<file path="config.mk">
export PLATFORM = sky130hd
export DESIGN_NAME = demux4_hold
export DESIGN_NICKNAME = d
export VERILOG_FILES = /design/src/rtl/demux4_hold.sv
export SDC_FILE = /design/constraint.sdc
export NUM_CORES = 1
export LEC_CHECK = 0
export ABC_AREA = 1
export BUFFER_PORTS_ARGS = -buffer_cell sky130_fd_sc_hd__buf_2
export CORE_MARGIN = 1
export CORE_UTILIZATION = 54
export DETAILED_ROUTE_END_ITERATION = 12
export PLACE_DENSITY = 0.86
export SLEW_MARGIN = 20
export SYNTH_ARGS = -nofsm -noshare
export SYNTH_HDL_FRONTEND = slang
export SYNTH_SLANG_ARGS = --single-unit
</file>
<file path="constraint.sdc">
create_clock -name clk -period 2.37 [get_ports clk]
set_clock_uncertainty 0.1 [all_clocks]
set_input_delay 0.3555 -clock clk [delete_from_list [all_inputs] [get_ports clk]]
set_output_delay 0.3555 -clock clk [all_outputs]
set_load 0.1 [all_outputs]
</file>
<file path="src/rtl/demux4_hold.sv">
// demux4_hold: 1-to-4 valid/ready demux with a one-word holding register per channel.
// Define DEMUX_BCAST_EN to add the in_bcast port for all-or-nothing broadcast to all four channels.
module demux4_hold #(
    parameter int WIDTH = 8
) (
    input  logic             clk,
    input  logic             rst_n,
    input  logic             in_valid,
    output logic             in_ready,
    input  logic [WIDTH-1:0] in_data,
    input  logic [1:0]       in_sel,
`ifdef DEMUX_BCAST_EN
    input  logic             in_bcast,
`endif
    output logic [3:0]       out_valid,
    input  logic [3:0]       out_ready,
    output logic [WIDTH-1:0] out_data0,
    output logic [WIDTH-1:0] out_data1,
    output logic [WIDTH-1:0] out_data2,
    output logic [WIDTH-1:0] out_data3,
    output logic             busy
);
    logic [3:0]       full_q;
    logic [3:0]       full_d;
    logic [3:0]       drain;
    logic [3:0]       free;
    logic [3:0]       load;
    logic [3:0]       sel_oh;
    logic             accept;
    logic [WIDTH-1:0] data_q [4];
    logic [WIDTH-1:0] data_d [4];

    // Handshake: a channel can take a word when empty or draining this cycle (pass-through refill)
    always_comb begin
        sel_oh = 4'b0001 << in_sel;
        drain  = full_q & out_ready;
        free   = ~full_q | drain;
`ifdef DEMUX_BCAST_EN
        in_ready = in_bcast ? &free : free[in_sel];
        accept   = in_valid & in_ready;
        load     = accept ? (in_bcast ? 4'b1111 : sel_oh) : 4'b0000;
`else
        in_ready = free[in_sel];
        accept   = in_valid & in_ready;
        load     = accept ? sel_oh : 4'b0000;
`endif
        full_d = (full_q & ~drain) | load;
        for (int k = 0; k < 4; k++) data_d[k] = load[k] ? in_data : data_q[k];
    end

    // Holding registers and full flags; reset discards any held words
    always_ff @(posedge clk) begin
        if (!rst_n) begin
            full_q <= '0;
            for (int k = 0; k < 4; k++) data_q[k] <= '0;
        end else begin
            full_q <= full_d;
            data_q <= data_d;
        end
    end

    assign out_valid = full_q;
    assign busy      = |full_q;
    assign out_data0 = data_q[0];
    assign out_data1 = data_q[1];
    assign out_data2 = data_q[2];
    assign out_data3 = data_q[3];
endmodule

</file>
==> impl_metrics.tcl <==
set metrics [dict create \
    crit_family "buffers and inverters" \
    cts_tree "yes" \
    drtIter0Drc 45 \
    cts.reportedPaths.clkPinSlew_ns 0.11 \
    yosys.area.top_type "dfxtp_1" \
    crit_path_start "out_valid[1]" \
    port_buffers 54 \
    fp.dieW_um 59.30 \
    multi_input_area_um2 728.2 \
    syn_nets 287 \
    path_cells "inv_1 -> nor2_1 -> nand2_1 -> nand2_2 -> nor2_8 -> buf_2" \
    hold_buffers 0 \
    die_y_um 59.30 \
    wire_per_inst_um 9.632 \
    drive_gt1_share_pct 24.15 \
    crit_required_ns 1.91 \
    crit_type "flop to output pin" \
    post_cts_resized 0 \
    nNetsFinal 339 \
    vias 1641 \
    setup_viol_count_final 0 \
    status "complete, no violations" \
    synth_edf_count 0 \
    netSwitchingFraction_pct 36.84 \
    overflow 0 \
    crit_slowest_cell "buf_2" \
    remaining_drc_errors 0 \
    worstPathArrival_ns 1.50 \
    stdcell_area_um2 2141 \
    slew_viol_final 0 \
    p_int_uw 992.3 \
    powerDensity_nw_per_um2 733.9 \
    switching_power_uw 578.8 \
    p_leak_nw 1.259 \
    fin_crit_ns 1.953 \
    dp_hpwl_mm 2.643 \
    end_kind "output pin" \
    num_io_pins 55 \
    start_kind "flop" \
    rrSetupSlack_ns 0.86 \
    cts_sinks 36 \
    max_stage_delay_ns 0.42 \
    insertion_delay_ns 0.33 \
    synth-seq-area-share_pct 40.65 \
    wl_mm 3.535 \
    r2r-end "out_data2[1]" \
    track_usage_pct 23.65 \
    worstPathMaxFanout 3 \
    cp.buffers_inverters 2 \
    design.core.area_um2 3078 \
    ys_ff_latch 36 \
    antenna_cells 0 \
    synth_area_um2 1773 \
    gp_congestion 0.8116 \
    grt_pass1_wl_mm 6.161 \
    fillCellCount 283 \
    cap_violations 0 \
    rows 20 \
    tns_ns 0 \
    synthCells 270 \
    grt_pass1_vias 1461 \
    cts_max_level 2 \
    clock-root-buffer "clkbuf_4" \
    worstMarginPinSlew_ns 0.5580 \
    yosysMostFrequentCell "nand2_1" \
    power_frac_clock_pct 30.6 \
    cts_buffers 5 \
    vias_per_cell 4.471 \
    clock.fmax_mhz 511.9 \
    drt_first_pass_iters 4 \
    cts_setup_buffers 0 \
    syn_avg_cell_area_um2 6.566 \
    post_dp_cell_area_um2 2046 \
    grt_max_degree 34 \
    dieArea_um2 3516 \
    ys_types 18 \
    yosysTopAreaCellShare_pct 40.65 \
    synthFlopType "dfxtp_1" \
    max_slew_margin_pct 62.80 \
    seqPwrFrac_pct 41.5 \
    power_frac_comb_pct 27.9 \
    worstRegToRegCells 10 \
    ff_latch_area_um2 720.7 \
    worstSetupEndpoint "in_ready" \
    rsz0062_at_grt "no" \
    ant_nets 0 \
    fin_crit_sh_pct 82.42 \
    area_growth_pct 20.75 \
    synthArstFlopShare_pct 0 \
    path_depth 6 \
    hold_viol_final 0 \
    antenna_found_initial 0 \
    vdd_drop_max_mv 0.4706 \
    cts_max_path_buffers 2 \
    synth.area.top_cells "dfxtp_1 (41%), nand2_1 (14%), inv_1 (14%)" \
    yosysWarnings 0 \
    ys_top_cells_by_count "nand2_1 (68), inv_1 (65), nor2_1 (54), dfxtp_1 (36), nand4_1 (17)" \
    r2r_start "out_valid[1]" \
    hold_path_class "input pin to flop" \
    start_util_pct 57.60 \
]
==> area by class of cell <==
class,instances,area share (%)
tap,44,2.572
inverter,69,12.33
clock inverter,1,1.403
clock buffer,7,3.039
sequential,36,33.66
timing repair buffer,55,12.97
multi-input combinational,155,34.02
==> power groups by stage <==
| stage | Combinational [mW] | Sequential [mW] | Clock [mW] |
|---|---|---|---|
| 2_1_floorplan | 0.139 | 0.898 | 0 |
| 5_1_grt | 0.468 | 0.656 | 0.519 |
| 6_report | 0.438 | 0.652 | 0.481 |
| 4_1_cts | 0.440 | 0.652 | 0.491 |
| 3_3_place_gp | 0.434 | 0.664 | 0 |
| 3_5_place_dp | 0.438 | 0.666 | 0 |
==> cell usage in the layout, fill, tap and decap left out, drive strengths merged <==
master | netlist | final
nand2 | 73 | 73
inv | 69 | 69
nor2 | 56 | 56
buf | 9 | 55
dfxtp | 36 | 36
nand4 | 19 | 19
clkbuf | 1 | 7
a21oi | 4 | 4
nand3 | 2 | 2
nand3b | 1 | 1
bufinv | 0 | 1
==> registers in the layout (all words and copies together), names as in the netlist <==
register	cells
out_data2	8
out_valid	4
out_data0	8
out_data3	8
out_data1	8
==> per-layer routing <==
layer	routed length, um	track usage [%]	up-vias	part of all wire, %
met5	0	0	-	0
met4	55	9.864	0	1.6
met3	243	8.079	7	6.9
met2	1609	39.00	56	46
met1	1626	27.91	694	46
li1	-	-	884	-
==> worst min-delay path by stage <==
stage / start / end / cells after the start
after floorplan: in_data[0] / out_data0[0] / 2
after global placement: out_data3[4] / out_data3[4] / 4
after detailed placement: out_data2[2] / out_data2[2] / 4
after CTS: in_data[7] / out_data1[7] / 3
after global routing: in_data[7] / out_data1[7] / 3
final: in_data[7] / out_data1[7] / 3
==> cells by family after synthesis <==
family / after synthesis / share of synthesized area [%]
flops: 36 / 40.65
compound gates: 4 / 1.129
buf+inv: 79 / 18.28
simple gates: 151 / 39.94
==> worst register-to-register path, delay by kind of cell, from the launching register on <==
family / cells / cell delay [ns]
AND/OR/NAND/NOR: 7 / 0.67
buffers and inverters: 3 / 0.34
flip-flops: 1 / 0.33
==> metrics by stage <==
stage | std cells | power (mW) | util [%] | hold WS [ns] | setup WS [ns]
6_report | 367 | 1.571 | 69.55 | 0.1673 | 0.4167
5_1_grt | 367 | 1.643 | 69.55 | 0.1574 | 0.3222
4_1_cts | 367 | 1.583 | 69.55 | 0.1577 | 0.3933
3_5_place_dp | 359 | 1.104 | 66.46 | 0.3951 | 0.5468
3_3_place_gp | 359 | 1.098 | 66.46 | 0.3945 | 0.5579
2_1_floorplan | 270 | 1.038 | - | 0.3904 | 0.03458
(Power assumes the default switching activity.)
